[src/rtl/text_scroll_if.sv]
// Control and status bundle between the frame sequencer and the scroll controller.
interface text_scroll_if;
  logic       frame_start;
  logic       enable;
  logic [3:0] speed;
  logic       dir;
  logic       restart;
  logic [5:0] x_shift;
  logic [3:0] head;
  logic [3:0] slot0_idx;
  logic [3:0] slot1_idx;
  logic [3:0] slot2_idx;
  logic [3:0] slot3_idx;
  logic       running;
  logic       cfg_upd;

  modport master (
    output frame_start, enable, speed, dir, restart,
    input  x_shift, head, slot0_idx, slot1_idx, slot2_idx, slot3_idx, running, cfg_upd
  );

  modport slave (
    input  frame_start, enable, speed, dir, restart,
    output x_shift, head, slot0_idx, slot1_idx, slot2_idx, slot3_idx, running, cfg_upd
  );
endinterface

[src/rtl/text_scroll_ctrl.sv]
// Frame-synchronous scroll sequencer for the four-slot glyph text layer.
// Every configuration output moves only on a frame_start edge, so the pixel path never tears.
module text_scroll_ctrl #(
  parameter int unsigned MSG_LEN     = 8,
  parameter int unsigned PITCH       = 64,
  parameter int unsigned STEP_PX     = 2,
  parameter int unsigned HOLD_FRAMES = 30
) (
  input logic          clk,
  input logic          rst_n,
  text_scroll_if.slave bus
);

  localparam int unsigned XW     = 6;
  localparam int unsigned HW     = 4;
  localparam int unsigned SW     = XW + 1;
  localparam int unsigned NSLOTS = 4;

  typedef enum logic [1:0] {IDLE, RUN, HOLD} state_e;

  state_e          state_q, state_d;
  logic [3:0]      frame_cnt_q, frame_cnt_d;
  logic [7:0]      hold_cnt_q, hold_cnt_d;
  logic            restart_pend_q, restart_pend_d;
  logic [XW-1:0]   x_shift_q, x_shift_d;
  logic [HW-1:0]   head_q, head_d;
  logic [HW-1:0]   slot_q [NSLOTS];
  logic [HW-1:0]   slot_d [NSLOTS];
  logic            running_q, running_d;
  logic            cfg_upd_q, cfg_upd_d;
  logic [SW-1:0]   step_sum;

  // Compare-and-wrap add, MSG_LEN need not be a power of two.
  function automatic logic [HW-1:0] wrap_add(input logic [HW-1:0] h, input int unsigned n);
    logic [HW:0] s;
    s = (HW+1)'(h) + (HW+1)'(n);
    if (s >= (HW+1)'(MSG_LEN)) s = s - (HW+1)'(MSG_LEN);
    return s[HW-1:0];
  endfunction

  always_comb begin
    state_d        = state_q;
    frame_cnt_d    = frame_cnt_q;
    hold_cnt_d     = hold_cnt_q;
    restart_pend_d = restart_pend_q | bus.restart;
    x_shift_d      = x_shift_q;
    head_d         = head_q;
    step_sum       = SW'(x_shift_q) + SW'(STEP_PX);

    if (bus.frame_start) begin
      if (restart_pend_q || bus.restart) begin
        x_shift_d      = '0;
        head_d         = '0;
        frame_cnt_d    = '0;
        hold_cnt_d     = '0;
        restart_pend_d = 1'b0;
        state_d        = bus.enable ? RUN : IDLE;
      end else if (!bus.enable) begin
        state_d = IDLE;
      end else begin
        case (state_q)
          IDLE: begin
            state_d     = RUN;
            frame_cnt_d = '0;
          end
          RUN: begin
            // >= rather than == so lowering speed mid-count steps at once
            if (frame_cnt_q < bus.speed) begin
              frame_cnt_d = frame_cnt_q + 4'd1;
            end else begin
              frame_cnt_d = '0;
              if (!bus.dir) begin
                if (step_sum == SW'(PITCH)) begin
                  x_shift_d  = '0;
                  head_d     = (head_q == HW'(MSG_LEN - 1)) ? '0 : head_q + HW'(1);
                  hold_cnt_d = '0;
                  state_d    = HOLD;
                end else begin
                  x_shift_d = step_sum[XW-1:0];
                end
              end else if (x_shift_q != '0) begin
                x_shift_d = XW'(SW'(x_shift_q) - SW'(STEP_PX));
              end else begin
                x_shift_d  = XW'(PITCH - STEP_PX);
                head_d     = (head_q == '0) ? HW'(MSG_LEN - 1) : head_q - HW'(1);
                hold_cnt_d = '0;
                state_d    = HOLD;
              end
            end
          end
          HOLD: begin
            if (hold_cnt_q == 8'(HOLD_FRAMES - 1)) begin
              state_d     = RUN;
              frame_cnt_d = '0;
            end else begin
              hold_cnt_d = hold_cnt_q + 8'd1;
            end
          end
          default: state_d = IDLE;
        endcase
      end
    end

    for (int unsigned i = 0; i < NSLOTS; i++) slot_d[i] = wrap_add(head_d, i);
    running_d = (state_d != IDLE);
    cfg_upd_d = bus.frame_start && ((x_shift_d != x_shift_q) || (head_d != head_q));
  end

  always_ff @(posedge clk or negedge rst_n) begin
    if (!rst_n) begin
      state_q        <= IDLE;
      frame_cnt_q    <= '0;
      hold_cnt_q     <= '0;
      restart_pend_q <= 1'b0;
      x_shift_q      <= '0;
      head_q         <= '0;
      for (int unsigned i = 0; i < NSLOTS; i++) slot_q[i] <= HW'(i);
      running_q      <= 1'b0;
      cfg_upd_q      <= 1'b0;
    end else begin
      state_q        <= state_d;
      frame_cnt_q    <= frame_cnt_d;
      hold_cnt_q     <= hold_cnt_d;
      restart_pend_q <= restart_pend_d;
      x_shift_q      <= x_shift_d;
      head_q         <= head_d;
      for (int unsigned i = 0; i < NSLOTS; i++) slot_q[i] <= slot_d[i];
      running_q      <= running_d;
      cfg_upd_q      <= cfg_upd_d;
    end
  end

  assign bus.x_shift   = x_shift_q;
  assign bus.head      = head_q;
  assign bus.slot0_idx = slot_q[0];
  assign bus.slot1_idx = slot_q[1];
  assign bus.slot2_idx = slot_q[2];
  assign bus.slot3_idx = slot_q[3];
  assign bus.running   = running_q;
  assign bus.cfg_upd   = cfg_upd_q;

endmodule
[src/flat_wrapper.sv]
// flat-port wrapper written by rule: the top's interface ports become plain ports
module text_scroll_ctrl_flat 
#(
  parameter int unsigned MSG_LEN     = 8,
  parameter int unsigned PITCH       = 64,
  parameter int unsigned STEP_PX     = 2,
  parameter int unsigned HOLD_FRAMES = 30
)
  (clk, rst_n, bus_frame_start, bus_enable, bus_speed, bus_dir, bus_restart, bus_x_shift, bus_head, bus_slot0_idx, bus_slot1_idx, bus_slot2_idx, bus_slot3_idx, bus_running, bus_cfg_upd);
  text_scroll_if bus_i ();
  input logic clk;
  input logic rst_n;
  input wire logic [$bits(bus_i.frame_start)-1:0] bus_frame_start;
  input wire logic [$bits(bus_i.enable)-1:0] bus_enable;
  input wire logic [$bits(bus_i.speed)-1:0] bus_speed;
  input wire logic [$bits(bus_i.dir)-1:0] bus_dir;
  input wire logic [$bits(bus_i.restart)-1:0] bus_restart;
  output wire logic [$bits(bus_i.x_shift)-1:0] bus_x_shift;
  output wire logic [$bits(bus_i.head)-1:0] bus_head;
  output wire logic [$bits(bus_i.slot0_idx)-1:0] bus_slot0_idx;
  output wire logic [$bits(bus_i.slot1_idx)-1:0] bus_slot1_idx;
  output wire logic [$bits(bus_i.slot2_idx)-1:0] bus_slot2_idx;
  output wire logic [$bits(bus_i.slot3_idx)-1:0] bus_slot3_idx;
  output wire logic [$bits(bus_i.running)-1:0] bus_running;
  output wire logic [$bits(bus_i.cfg_upd)-1:0] bus_cfg_upd;
  assign bus_i.frame_start = bus_frame_start;
  assign bus_i.enable = bus_enable;
  assign bus_i.speed = bus_speed;
  assign bus_i.dir = bus_dir;
  assign bus_i.restart = bus_restart;
  assign bus_x_shift = bus_i.x_shift;
  assign bus_head = bus_i.head;
  assign bus_slot0_idx = bus_i.slot0_idx;
  assign bus_slot1_idx = bus_i.slot1_idx;
  assign bus_slot2_idx = bus_i.slot2_idx;
  assign bus_slot3_idx = bus_i.slot3_idx;
  assign bus_running = bus_i.running;
  assign bus_cfg_upd = bus_i.cfg_upd;
  text_scroll_ctrl #(.MSG_LEN(MSG_LEN), .PITCH(PITCH), .STEP_PX(STEP_PX), .HOLD_FRAMES(HOLD_FRAMES)) u_core (.clk(clk), .rst_n(rst_n), .bus(bus_i));
endmodule
[config.mk]
export PLATFORM = sky130hd
export DESIGN_NAME = text_scroll_ctrl_flat
export DESIGN_NICKNAME = d
export VERILOG_FILES = /design/src/rtl/text_scroll_if.sv /design/src/rtl/text_scroll_ctrl.sv /design/src/flat_wrapper.sv
export SDC_FILE = /design/constraint.sdc
export NUM_CORES = 1
export LEC_CHECK = 0
export CORE_MARGIN = 2
export CORE_UTILIZATION = 39
export DETAILED_ROUTE_END_ITERATION = 16
export DONT_BUFFER_PORTS = 1
export SETUP_SLACK_MARGIN = 0.3
export SKIP_LAST_GASP = 1
export SYNTH_ARGS = -nofsm -noshare
export SYNTH_HDL_FRONTEND = slang
export SYNTH_SLANG_ARGS = --single-unit
[constraint.sdc]
create_clock -name clk -period 4.14 [get_ports clk]
set_clock_uncertainty 0.1 [all_clocks]
set_input_delay 0.828 -clock clk [delete_from_list [all_inputs] [get_ports clk]]
set_output_delay 0.828 -clock clk [all_outputs]
set_load 0.01 [all_outputs]
-- Yosys cells after proc, flatten, opt, wreduce, memory -nomap -nowiden
Index checks and enable logic that the tools add are counted.
- $add $sub $neg: 13
- $lt $le $gt $ge: 5
- equal/unequal tests: 12
- mux-type cells: 47
- bitwise operators: 1
- reductions and logical operators: 12
- operator list (operator ; number):
    $mux W4 ; 18
    $mux W8 ; 7
    $mux W6 ; 8
    $mux W2 ; 8
    $pmux W8 S2 ; 1
    $sub A4 B4 Y4 const B ; 4
    $ge A5 B4 Y1 const B ; 3
    $pmux W4 S3 ; 1
    $add A4 B2 Y5 const B ; 2
    $add A4 B1 Y4 const B ; 2
    $add A8 B1 Y8 const B ; 1
    $eq A8 B5 Y1 const B ; 1
    $add A6 B2 Y7 const B ; 1
    $eq A7 B7 Y1 const B ; 1
    $reduce_and A7 Y1 ; 1
    $ne A3 B2 Y1 const B ; 2
    $ne A6 B6 Y1 ; 1
    $pmux W2 S3 ; 1
    $reduce_bool A6 Y1 ; 1
    $sub A6 B2 Y6 const B ; 1
    $add A4 B1 Y5 const B ; 1
    $eq A4 B3 Y1 const B ; 1
    $ge A4 B4 Y1 const B ; 1
    $logic_not A4 Y1 ; 1
    17 further kinds ; 21
- bits in registers: 43
- input port bits: 10
- word-level logic and storage cells: 102

-- Longest topological paths before layout
- depth after elaboration: 12
- depth in mapped cells: 12
- mapped depth without buffers: 11

-- Worst setup path before layout
OpenSTA, ideal clock, no wires.
- path kind: in2reg
- start: in bus_speed[3]
- end: reg u_core.slot_q (netlist bit u_core.bus.slot1_idx[3])
- library setup time: 0.120 ns
- arrival time: 3.045 ns
- required time: 3.920 ns
- setup slack: 0.875 ns
- stages on the path: 11
- path through: inv_1 ha_1 o21a_1 nor2_1 nor3_1 a21oi_1 or2_2 and2_1 ha_1 o21a_1 and4_1
- RTL lines (item ; line ; text):
    start, declared ; flat_wrapper.sv:15 ; input wire logic [$bits(bus_i.speed)-1:0] bus_speed;
    end, declared ; text_scroll_ctrl.sv:27 ; logic [HW-1:0] slot_q [NSLOTS];

==> out/metrics.csv <==
stage,metric,value,unit
power_and_ir_drop,worst vdd ir,0.162,mV
setup_path,startpoint types,register,
clock_network,total CTS buffers,5,
clock_network,root buffer cell,clkbuf_8,
clock_network,TritonCTS sink count,37,
power_and_ir_drop,Lkg Pwr,0.00114,uW
place,Placed Area,0.00245,mm2
setup_path,CP Class,reg -> reg,
setup_path,WP data arrival,3590,ps
sta,final setup TNS,0,ps
sta,Slew headroom,32.3,%
route,1st-iter DRT viols,140,
sta,Slew @ Worst Pin,1010,ps
clock_network,"Clk Latency, worst-skew pair",300,ps
finish,Ant. Diodes,0,
setup_path,worst-path maximum fanout,8,
floorplan,height of the die,83.4,um
global_route,antenna violations before repair,0,
clock_network,CTS tree,yes,
route,DRC Markers,0,
clock_network,CTS max path bufs,2,
floorplan,Initial Util,41.0,%
power_and_ir_drop,Overall Power,713,uW
clock_network,Post-CTS Setup Inserts,0,
clock_network,CTS H-tree depth,2,
setup_path,Worst Setup SP,u_core.bus.x_shift[1],
logic_synthesis,syn nets,294,
finish,layout cells sized above 1,7.81,%
floorplan,Die Wd,83.4,um
floorplan,IO Pins,38,
route,per-cell routed wire length,16.3,um
power_and_ir_drop,Cell Int Power,517,uW
logic_synthesis,Simple-Gate Fraction of Synth Area,23.9,%
logic_synthesis,most common flop cell mapped by yosys,dfrtp_1,
power_and_ir_drop,clock group share of total power,35.4,%
finish,post-route cell area,0.00253,mm2
route,routed wire length,5.39,mm
setup_path,required time of the critical path,4270,ps
global_route,largest net degree at the start of global routing,38,
global_route,gr ovfl total,0,
logic_synthesis,mux share of post-synthesis cell area,0.815,%
logic_synthesis,Synth cell types,55,
logic_synthesis,cell taking the most area after synthesis,dfrtp_1,
place,routability cong.,0.795,
clock_network,cts hold-fix bufs,0,
sta,final max-slew violation count,0,
clock_network,Clock transition at path regs,80,ps
power_and_ir_drop,Sw Share,27.5,%
floorplan,floorplan row count,28,
logic_synthesis,most frequent cell after synthesis,dfrtp_1,
power_and_ir_drop,Comb power frac,10.6,%
route,routed vias/inst,5.82,
logic_synthesis,"EDFF count, synth",0,
setup_path,r2r startpoint,u_core.bus.x_shift[1],
finish,Layout area overhead,3.06,%
logic_synthesis,cell count after synthesis,265,
sta,RSZ-0062 raised after global routing,false,
logic_synthesis,top cells by instance count after synthesis,"dfrtp_1, nand2_1, ha_1, nand3_1, a31oi_1",
clock_network,Resized Gates After CTS,0,
logic_synthesis,#FFs+latches synth,37,
route,DR pass1 iterations,4,
floorplan,Die Area,0.00695,mm2
logic_synthesis,adder-cell area share of the yosys netlist,9.67,%
logic_synthesis,sequential fraction of the synthesis area,37.8,%
logic_synthesis,compound-cell area share of the yosys netlist,19.1,%
logic_synthesis,ys async rst share,100,%
place,input/output buffers,0,
power_and_ir_drop,pwr dens,282,mW/mm2
logic_synthesis,Yosys top cell area share,34.6,%
logic_synthesis,Avg Inst Size Synth,9.27,um2
global_route,GRT Total Usage,16.9,%
route,Post-DRT Antenna Nets,0,
flow_run,max-cap violations,0,
worst_hold_path,HP Class,in -> async,
logic_synthesis,largest family of logic cells by synthesized area,simple AND/OR/NAND/NOR gates,
logic_synthesis,Ys Warns,0,
sta,# setup viols final,0,
sta,Fmax,289,MHz
sta,"Hold Vio Cnt, Final",0,
power_and_ir_drop,Switching Power,196,uW
global_route,vias in the first global route,2004,
sta,Final min period,3460,ps
setup_path,Worst setup EP type,register,
floorplan,core area,0.00599,mm2
logic_synthesis,synth top area cells,"dfrtp_1, ha_1, a31oi_1",
route,via count,1927,
sta,Final period util,83.5,%
power_and_ir_drop,Flop pwr share,54.0,%
logic_synthesis,XOR/XNOR Fraction of Synth Area,2.49,%
outcome,status,"finished, final reports clean",
logic_synthesis,Post-Syn Area,0.00246,mm2
global_route,first-pass GRT wire length,9.62,mm
finish,NumNets Final,284,
setup_path,R2R depth,10,
place,HPWL after DPL,3.92,mm
per-layer routing:
metal	GRT usage [%]	part of all wire (%)
met1	21.6	48
met2	27.1	46
met3	5.27	5.2
met4	5.37	0.98
met5	0	0
worst paths after layout:
path / to / slack, ps
max: u_core.bus.slot1_idx[3] / 680
min: u_core.hold_cnt_q[3] / 120
max reg2reg: u_core.bus.slot1_idx[3] / 680
min reg2reg: u_core.hold_cnt_q[7] / 390
max in group asynchronous: u_core.bus.slot3_idx[1] / 3620
min in group clk: u_core.hold_cnt_q[7] / 390
critical path, stage by stage, from the launching register on:
cell       delay (ps)
dfrtp_1           580
inv_1              80
ha_1              360
or2_1             240
or4_4             560
a2111oi_2         570
or2_2             220
and2_1            170
ha_1              190
o21a_1            150
and4_1            190
power groups by stage:
stage	logic (uW)	clock network [uW]	registers, uW
floorplan	69.0	0	388
global placement	75.5	0	392
detailed placement	75.5	0	392
CTS	76.1	261	385
global route	86.6	275	387
finish	75.7	253	385
logic make-up (layout without fill, tap and decap cells):
family | Yosys count | count (layout)
AO/OA/AOI/OAI | 64 | 64
XOR/XNOR | 7 | 7
adder cells (fa/ha/maj) | 19 | 19
buffers and inverters | 29 | 20
flip-flops | 37 | 37
multiplexers | 2 | 2
other | 1 | 1
AND/OR/NAND/NOR | 106 | 106
area by class of cell:
| type | instances | area, um2 |
|---|---|---|
| Multi-Input combinational cell | 199 | 1380 |
| Fill cell | 593 | 3460 |
| Clock buffer | 6 | 72.6 |
| Clock inverter | 2 | 10.0 |
| Inverter | 12 | 45.0 |
| Tap cell | 75 | 93.8 |
| Sequential cell | 37 | 930 |
stage by stage:
stage / setup slack [ps] / cells / utilization (%) / hold slack (ps)
2_1_floorplan: 875 / 265 / - / 351
3_3_place_gp: 548 / 323 / 40.9 / 374
3_5_place_dp: 455 / 323 / 40.9 / 380
4_1_cts: 671 / 331 / 42.3 / 108
5_1_grt: 468 / 331 / 42.3 / 96.4
6_report: 681 / 331 / 42.3 / 117
flip-flops by register name, indices dropped and copies added, names as in the netlist:
signal	count
u_core.bus.cfg_upd	1
u_core.bus.head	4
u_core.bus.running	1
u_core.bus.slot1_idx	4
u_core.bus.slot2_idx	3
u_core.bus.slot3_idx	3
u_core.bus.x_shift	6
u_core.frame_cnt_q	4
u_core.hold_cnt_q	8
u_core.restart_pend_q	1
u_core.state_q	2
placed cells by master, fill, tap and decap left out, drive strengths merged, types with 3 or more instances in the layout:
cell type	count
a2111oi	3
a21oi	9
a31oi	15
and2	6
and3	7
clkbuf	6
dfrtp	34
dfstp	3
ha	19
inv	12
nand2	21
nand2b	9
nand3	17
nand4	4
nor2	10
nor2b	3
nor3	8
o211a	3
o211ai	4
o21ai	13
or2	7
xnor2	4
xor2	3
No activity file was read; power rests on OpenSTA's default activity.
